## src/rtl/key_ctrl_pkg.sv

```systemverilog
// Shared constants for the key event controller: register offsets, key count and event width.
// EVT_W doubles when KEY_RELEASE_EVT_EN is defined so EVENT/IE also carry release flags.
package key_ctrl_pkg;

    localparam int NUM_KEYS = 8;

    typedef enum logic [1:0] {
        ADDR_DATA  = 2'd0,
        ADDR_EVENT = 2'd1,
        ADDR_IE    = 2'd2,
        ADDR_RSVD  = 2'd3
    } reg_addr_e;

`ifdef KEY_RELEASE_EVT_EN
    localparam int EVT_W = 2 * NUM_KEYS;
`else
    localparam int EVT_W = NUM_KEYS;
`endif

endpackage

```

## src/rtl/key_event_ctrl_if.sv

```systemverilog
// CPU-side register bus of the key event controller: word select, write strobe, data and interrupt.
interface key_event_ctrl_if;

    logic [1:0]  addr;
    logic        we;
    logic [31:0] din;
    logic [31:0] dout;
    logic        irq;

    modport master (
        output addr,
        output we,
        output din,
        input  dout,
        input  irq
    );

    modport slave (
        input  addr,
        input  we,
        input  din,
        output dout,
        output irq
    );

endinterface

```

## src/rtl/key_debounce.sv

```systemverilog
// One key: two-flop synchronizer, polarity flip (pressed = 1) and a consecutive-sample debouncer.
// rise/fall are combinational pulses that coincide with the edge on which stable changes.
module key_debounce #(
    parameter int DEBOUNCE_CYCLES = 20000,
    parameter int CNT_W           = 16
) (
    input  logic clk,
    input  logic reset,
    input  logic key_n,
    output logic stable,
    output logic rise,
    output logic fall
);

    localparam logic [CNT_W-1:0] CNT_LAST = CNT_W'(DEBOUNCE_CYCLES - 1);

    logic             sync1_q;
    logic             sync2_q;
    logic             stable_q;
    logic             stable_d;
    logic [CNT_W-1:0] cnt_q;
    logic [CNT_W-1:0] cnt_d;
    logic             sample;
    logic             accept;

    // Synchronizer resets to the released level so a held key is seen as a fresh press.
    always_ff @(posedge clk or negedge reset) begin
        if (!reset) begin
            sync1_q <= 1'b1;
            sync2_q <= 1'b1;
        end else begin
            sync1_q <= key_n;
            sync2_q <= sync1_q;
        end
    end

    assign sample = ~sync2_q;
    assign accept = (sample != stable_q) && (cnt_q == CNT_LAST);

    always_comb begin
        stable_d = stable_q;
        cnt_d    = '0;
        if (sample != stable_q) begin
            if (accept) begin
                stable_d = sample;
            end else begin
                cnt_d = cnt_q + CNT_W'(1);
            end
        end
    end

    always_ff @(posedge clk or negedge reset) begin
        if (!reset) begin
            stable_q <= 1'b0;
            cnt_q    <= '0;
        end else begin
            stable_q <= stable_d;
            cnt_q    <= cnt_d;
        end
    end

    assign stable = stable_q;
    assign rise   = accept & sample;
    assign fall   = accept & ~sample;

endmodule

```

## src/rtl/key_event_ctrl.sv

```systemverilog
// Eight debounced user keys with sticky W1C press events, interrupt enables and a level irq.
// Define KEY_RELEASE_EVT_EN to add release events in EVENT[15:8] with matching IE[15:8].
module key_event_ctrl
    import key_ctrl_pkg::*;
#(
    parameter int DEBOUNCE_CYCLES = 20000,
    parameter int CNT_W           = 16
) (
    input  logic                clk,
    input  logic                reset,
    input  logic [NUM_KEYS-1:0] use_keys,
    key_event_ctrl_if.slave     bus
);

    logic [NUM_KEYS-1:0] stable_w;
    logic [NUM_KEYS-1:0] rise_w;
`ifdef KEY_RELEASE_EVT_EN
    logic [NUM_KEYS-1:0] fall_w;
`else
    logic [NUM_KEYS-1:0] fall_unused;
`endif

    logic [EVT_W-1:0] evt_set;
    logic [EVT_W-1:0] event_q;
    logic [EVT_W-1:0] event_d;
    logic [EVT_W-1:0] ie_q;
    logic [EVT_W-1:0] ie_d;
    logic             wr_event;
    logic             wr_ie;
    wire              unused_din_hi = ^bus.din[31:EVT_W];

    for (genvar k = 0; k < NUM_KEYS; k++) begin : g_key
        key_debounce #(
            .DEBOUNCE_CYCLES (DEBOUNCE_CYCLES),
            .CNT_W           (CNT_W)
        ) u_debounce (
            .clk    (clk),
            .reset  (reset),
            .key_n  (use_keys[k]),
            .stable (stable_w[k]),
            .rise   (rise_w[k]),
`ifdef KEY_RELEASE_EVT_EN
            .fall   (fall_w[k])
`else
            .fall   (fall_unused[k])
`endif
        );
    end

`ifdef KEY_RELEASE_EVT_EN
    assign evt_set = {fall_w, rise_w};
`else
    assign evt_set = rise_w;
`endif

    assign wr_event = bus.we && (reg_addr_e'(bus.addr) == ADDR_EVENT);
    assign wr_ie    = bus.we && (reg_addr_e'(bus.addr) == ADDR_IE);

    // Clear is applied before the new events are OR-ed in, so a coincident set wins.
    always_comb begin
        event_d = event_q;
        ie_d    = ie_q;
        if (wr_event) begin
            event_d = event_q & ~bus.din[EVT_W-1:0];
        end
        event_d = event_d | evt_set;
        if (wr_ie) begin
            ie_d = bus.din[EVT_W-1:0];
        end
    end

    always_ff @(posedge clk or negedge reset) begin
        if (!reset) begin
            event_q <= '0;
            ie_q    <= '0;
        end else begin
            event_q <= event_d;
            ie_q    <= ie_d;
        end
    end

    always_comb begin
        bus.dout = '0;
        case (reg_addr_e'(bus.addr))
            ADDR_DATA:  bus.dout = 32'(stable_w);
            ADDR_EVENT: bus.dout = 32'(event_q);
            ADDR_IE:    bus.dout = 32'(ie_q);
            default:    bus.dout = '0;
        endcase
    end

    assign bus.irq = |(event_q & ie_q);

endmodule
```

## src/flat_wrapper.sv

```systemverilog
// flat-port wrapper written by rule: the top's interface ports become plain ports
module key_event_ctrl_flat import key_ctrl_pkg::*;
#(
    parameter int DEBOUNCE_CYCLES = 20000,
    parameter int CNT_W           = 16
)
  (clk, reset, use_keys, bus_addr, bus_we, bus_din, bus_dout, bus_irq);
  key_event_ctrl_if bus_i ();
  input  logic clk;
  input  logic reset;
  input  logic [NUM_KEYS-1:0] use_keys;
  input wire logic [$bits(bus_i.addr)-1:0] bus_addr;
  input wire logic [$bits(bus_i.we)-1:0] bus_we;
  input wire logic [$bits(bus_i.din)-1:0] bus_din;
  output wire logic [$bits(bus_i.dout)-1:0] bus_dout;
  output wire logic [$bits(bus_i.irq)-1:0] bus_irq;
  assign bus_i.addr = bus_addr;
  assign bus_i.we = bus_we;
  assign bus_i.din = bus_din;
  assign bus_dout = bus_i.dout;
  assign bus_irq = bus_i.irq;
  key_event_ctrl #(.DEBOUNCE_CYCLES(DEBOUNCE_CYCLES), .CNT_W(CNT_W)) u_core (.clk(clk), .reset(reset), .use_keys(use_keys), .bus(bus_i));
endmodule
```

## config.mk

```make
export PLATFORM = sky130hd
export DESIGN_NAME = key_event_ctrl_flat
export DESIGN_NICKNAME = d
export VERILOG_FILES = /design/src/rtl/key_ctrl_pkg.sv /design/src/rtl/key_event_ctrl_if.sv /design/src/rtl/key_debounce.sv /design/src/rtl/key_event_ctrl.sv /design/src/flat_wrapper.sv
export SDC_FILE = /design/constraint.sdc
export NUM_CORES = 1
export LEC_CHECK = 0
export ABC_AREA = 1
export BUFFER_PORTS_ARGS = -buffer_cell sky130_fd_sc_hd__buf_2
export CORE_ASPECT_RATIO = 0.8
export CORE_MARGIN = 2
export CORE_UTILIZATION = 40
export CTS_CLUSTER_DIAMETER = 100
export DETAILED_ROUTE_END_ITERATION = 16
export PLACE_DENSITY = 0.61
export SYNTH_ARGS = -nofsm -noshare
export SYNTH_HDL_FRONTEND = slang
export SYNTH_SLANG_ARGS = --single-unit
```

## constraint.sdc

```tcl
create_clock -name clk -period 2.6 [get_ports clk]
set_input_delay 0.39 -clock clk [delete_from_list [all_inputs] [get_ports clk]]
set_output_delay 0.39 -clock clk [all_outputs]
set_load 0.03 [all_outputs]
```

After elaboration in Yosys (flattened, before gate mapping)
Index checks and enable logic that the tools add are counted.

cells by class
  multiplexer cells = 18
  reduce and logical (&&, ||, !) cells = 20
  equality and inequality tests = 18
  $add $sub $neg = 8
  bitwise operators = 20

operators by type and width
  operator                                                           count
  16-bit two-way mux                                                 16
  16-bit by 1-bit adder with 16-bit output, second input constant    8
  16-bit by 15-bit == test with 1-bit output, second input constant  8
  8-bit one-hot mux with 3 select lines                              1
  8-bit bitwise AND                                                  2
  2-bit AND reduction                                                8
  1-bit logical AND                                                  10
  1-bit bitwise AND                                                  8
  8-bit two-way mux                                                  1
  1-bit inequality test                                              8
  1-bit NOT                                                          8
  8-bit NOT                                                          1
  8-bit bitwise OR                                                   1
  8-bit OR reduction                                                 1
  2-bit by 1-bit == test with 1-bit output, second input constant    1
  2-bit == test, second input constant                               1
  2-bit zero test                                                    1

storage, ports and cells
  bits of input ports = 45
  bits in registers = 168
  logic and storage cells = 118
  output and inout port bits = 33

Logic depth before layout (Yosys ltp)
  word-level depth = 5
  gate-level depth with buffers = 8
  mapped depth without buffers = 8

Hierarchy
A second synthesis with hierarchy kept.

second synthesis, totals
  cells, all modules = 1387
  area total of the unflattened synthesis = 9910.8 µm²

by module, submodules not included
  module          area each (µm²)  sequential area each (µm²)  instances  cells each
  key_debounce    1102.3           478.0                       8          154
  key_event_ctrl  1092.3           400.4                       1          155

Worst setup path after synthesis
OpenSTA, ideal clock, no wires.

  path kind = input to output
  start point = in bus_addr[0]
  end point = out bus_dout[0]
  data arrival time = 1.015 ns
  cell stages on the path = 3
  path slack = 1.195 ns
  data required time = 2.210 ns
  path buffers = 0
  cells stage by stage = nor2_1 > nand2_1 > nand3_1

on the way
  word-level cells in the longest chain between the ends = 2
  elaborated cells between the ends (all ways) = 4
  those cells by class = eq/ne (2); mux (1); reduce/logical (1)

RTL lines
  item                                     line                  source
  start, declared                          flat_wrapper.sv:12    input wire logic [$bits(bus_i.addr)-1:0] bus_addr;
  2-bit == test (tied with other cells)    key_event_ctrl.sv:84  case (reg_addr_e'(bus.addr))
  8-bit one-hot mux with 3 select lines *  key_event_ctrl.sv:84
  end, declared                            flat_wrapper.sv:15    output wire logic [$bits(bus_i.dout)-1:0] bus_dout;

Every way passes the cells marked *; elsewhere a longest branch is shown, timed or not.

Worst setup path after layout
  start point = reg u_core.ie_q[4]
  end point = out bus_irq

on the way
  word-level cells in the longest chain between the ends = 2

RTL lines
  item                    line                  source
  start, declared         key_event_ctrl.sv:26  logic [EVT_W-1:0] ie_q;
  start signal, assigned  key_event_ctrl.sv:78  ie_q <= ie_d;
  8-bit bitwise AND       key_event_ctrl.sv:92  assign bus.irq = |(event_q & ie_q);
  8-bit OR reduction      key_event_ctrl.sv:92
  end, declared           flat_wrapper.sv:16    output wire logic [$bits(bus_i.irq)-1:0] bus_irq;

No other way between the ends.

==> results.yml <==
run_status:
  status: "finished, final reports clean"
sta:
  relSlewSlack_pct: 61.7
  rsz0062_at_grt: "false"
  min_period_ps: 1860
  fin_crit_sh_pct: 71.5
  maxSlewViolCount: 0
  fmax_ghz: 0.538
  setup_viol: 0
  worst_pin_slew_ps: 575
  hold_viol: 0
  clock_skew_ps: 7.31
  tns_ps: 0
critical_path:
  crit_path_start_kind: "register"
  worst-path-buf-inv: 1
  cpMostUsedCell: "nand2_1"
  critPathKind: "register to primary output"
  worstPathCellList: "nand2_1 -> nand2_1 -> a221oi_1 -> nand2_1 -> buf_2"
  cp-end-kind: "primary output"
  path_delay_family: "flip-flops"
  ff2ff_path_depth: 7
  r2r_start: "u_core.g_key[7].u_debounce.sync2_q"
  critical_path.startpoint: "u_core.ie_q[4]"
  critPathMaxFanout: 3
  slowest_delay_ps: 400
  critPathArrivalTime_ps: 1470
  r2r_slack_ps: 970
  worstPathRequired_ps: 2210
  reg2reg_to: "u_core.g_key[7].u_debounce.cnt_q[14]"
  slowest_stage: "dfrtp_1"
drt:
  viasPerCell: 4.65
  drt_wl_total_um: 19200
  drc: 0
  dr.first_iter.drc_count: 565
  postRouteAntennaNets: 0
  detail_route.first_pass.iterations: 5
  avgRoutedWirePerCell_um: 11.9
  num_vias: 7488
synth:
  syn_area_um2: 9360
  ys_seq_elements: 168
  synth_cells: 1238
  ys_types: 28
  async_flop_share_pct: 100
  seq_area_frac_synth_pct: 45.1
  synth_ff_type: "dfrtp_1"
  synth_area_per_cell_um2: 7.56
  ys_warn_count: 0
  synth_edf_count: 0
power_and_ir_drop:
  p_per_area_nw_per_um2: 556
  p_leak_uw: 0.00472
  ir_worst_vdd_uv: 440
  total_power_uw: 5810
cts:
  clock-sinks: 168
  cts_root_buf: "clkbuf_16"
  path_clk_slew_ps: 70
  htreeDepth: 4
  clkLatencyLatePin_ps: 440
  cts.path.max_buffers: 2
  cts_tree: "built"
  cts_made_buffers: 17
grt:
  grt_pass1_vias: 6975
  grt.total_usage_pct: 16.9
  grt_pass1_wl_um: 34000
  overflow: 0
  antenna_found_initial: 1
  grt_max_degree: 59
min_path:
  min_to: "u_core.g_key[4].u_debounce.sync1_q"
  hold_depth: 1
  min_path_type: "primary input to register"
  holdCritStartpoint: "use_keys[4]"
placement:
  placed_area_um2: 9820
  numPortBuffers: 29
  place_hpwl_um: 13800
  gp_routability_congestion: 0.821
finish:
  fin_util_pct: 45.0
  syn2layout_area_growth_pct: 11.7
  drive_gt1_share_pct: 14.2
  num-nets-final: 1339
  fin_area_um2: 10500
  antenna_cells: 0
die:
  dieArea_um2: 24600
  start_util_pct: 40.3
  coreArea_um2: 23200
  num_io_pins: 78
  std_cell_rows: 50
  die_x_um: 175
  die_y_um: 141
job:
  max-cap-violations: 0
[cells in the mapped netlist (all sizes together), types with 9 or more instances]
master	count	share of area, %
o21ai	38	2.4
nand2	380	17
dfrtp	152	41
xor2	26	2.4
nand4	39	2.6
buf	29	2.4
o21bai	22	1.8
nand3	92	5.3
nor3b	9	0.72
nor2	243	11
dfstp	16	4.5
inv	163	6.5
[cell usage in the layout (no fill, tap or decap), types with 2 or more instances in the layout]
cell type   count
a21oi_1         8
a221oi_1        2
buf_12          2
buf_2          28
buf_4           3
bufinv_16       4
clkbuf_16      17
clkinv_2        4
clkinv_4        2
clkinvlp_4      2
conb_1         24
dfrtp_1       152
dfstp_2        16
ha_1            8
inv_1         162
inv_6           3
nand2_1       329
nand2_2        50
nand3_1        85
nand3_2         7
nand4_1        39
nor2_1        209
nor2_2         19
nor2_4         15
nor3b_1         9
o21ai_0        14
o21ai_1        16
o21ai_2         8
o21bai_1       22
xnor2_1         8
xor2_1         26
[per-layer routing]
| layer | wire length (um) | track usage (%) | vias to the layer above |
|---|---|---|---|
| li1 | - | - | 3905 |
| met1 | 9670 | 23.7 | 3462 |
| met2 | 8720 | 26.7 | 103 |
| met3 | 609 | 3.80 | 16 |
| met4 | 216 | 4.25 | 2 |
| met5 | 13 | 0 | - |
[logic make-up (layout without fill, tap and decap cells)]
group                      after synthesis  in the layout  synth area share (%)
and+or+nand+nor                        765            765                  36.9
buffers and inverters                  192            230                  8.98
DFF                                    168            168                  45.1
AOI/OAI and AO/OA                       70             70                  4.73
xor gates and xnor gates                34             34                  3.18
adders and majority gates                8              8                  1.07
other                                    1             24                0.0401
[stage by stage]
stage	hold WS, ps	worst slack, ps	std cells
6_report	45.8	740	1611
5_1_grt	23.0	579	1611
4_1_cts	23.1	726	1611
3_5_place_dp	347	881	1578
3_3_place_gp	346	886	1578
2_1_floorplan	94.4	1190	1261
[final cells by class]
| class | count | area [um2] |
|---|---|---|
| well taps | 312 | 390 |
| fillers | 2318 | 12800 |
| clock buffers | 17 | 425 |
| multi-input cells | 901 | 4380 |
| inverters | 163 | 612 |
| flip-flops and latches | 168 | 4220 |
| clock inverters | 15 | 199 |
| repair buffers | 35 | 224 |
[worst register-to-register path, delay by kind of cell (launching register included)]
kind | cells | cell delay (ps)
DFF | 1 | 540
and+or+nand+nor | 6 | 940
buffers and inverters | 1 | 50
[where the power goes]
part           leakage [uW]  internal, uW  switching, uW
Clock              0.000304          1610           1100
Combinational       0.00216          93.5            260
Sequential          0.00226          2690           54.8
[worst max path at each step]
stage	to	slack [ps]	cells past startpoint
6_report	bus_irq	740	5
5_1_grt	bus_irq	580	5
4_1_cts	bus_irq	730	5
3_5_place_dp	bus_dout[6]	880	6
3_3_place_gp	bus_dout[6]	890	6
2_1_floorplan	bus_dout[0]	1190	3
[registers in the layout, indices dropped and copies added, names as in the netlist]
signal / count
u_core.ie_q: 8
u_core.g_key.u_debounce.cnt_q: 128
u_core.g_key.u_debounce.stable: 8
u_core.g_key.u_debounce.sync2_q: 8
u_core.event_q: 8
u_core.g_key.u_debounce.sync1_q: 8
[repair_timing]
item,in CTS,in global routing
gates resized for setup,0,0
hold buffers,1,0
hold endpoints to repair,50,0
setup buffers,0,0
(Power assumes the default switching activity.)
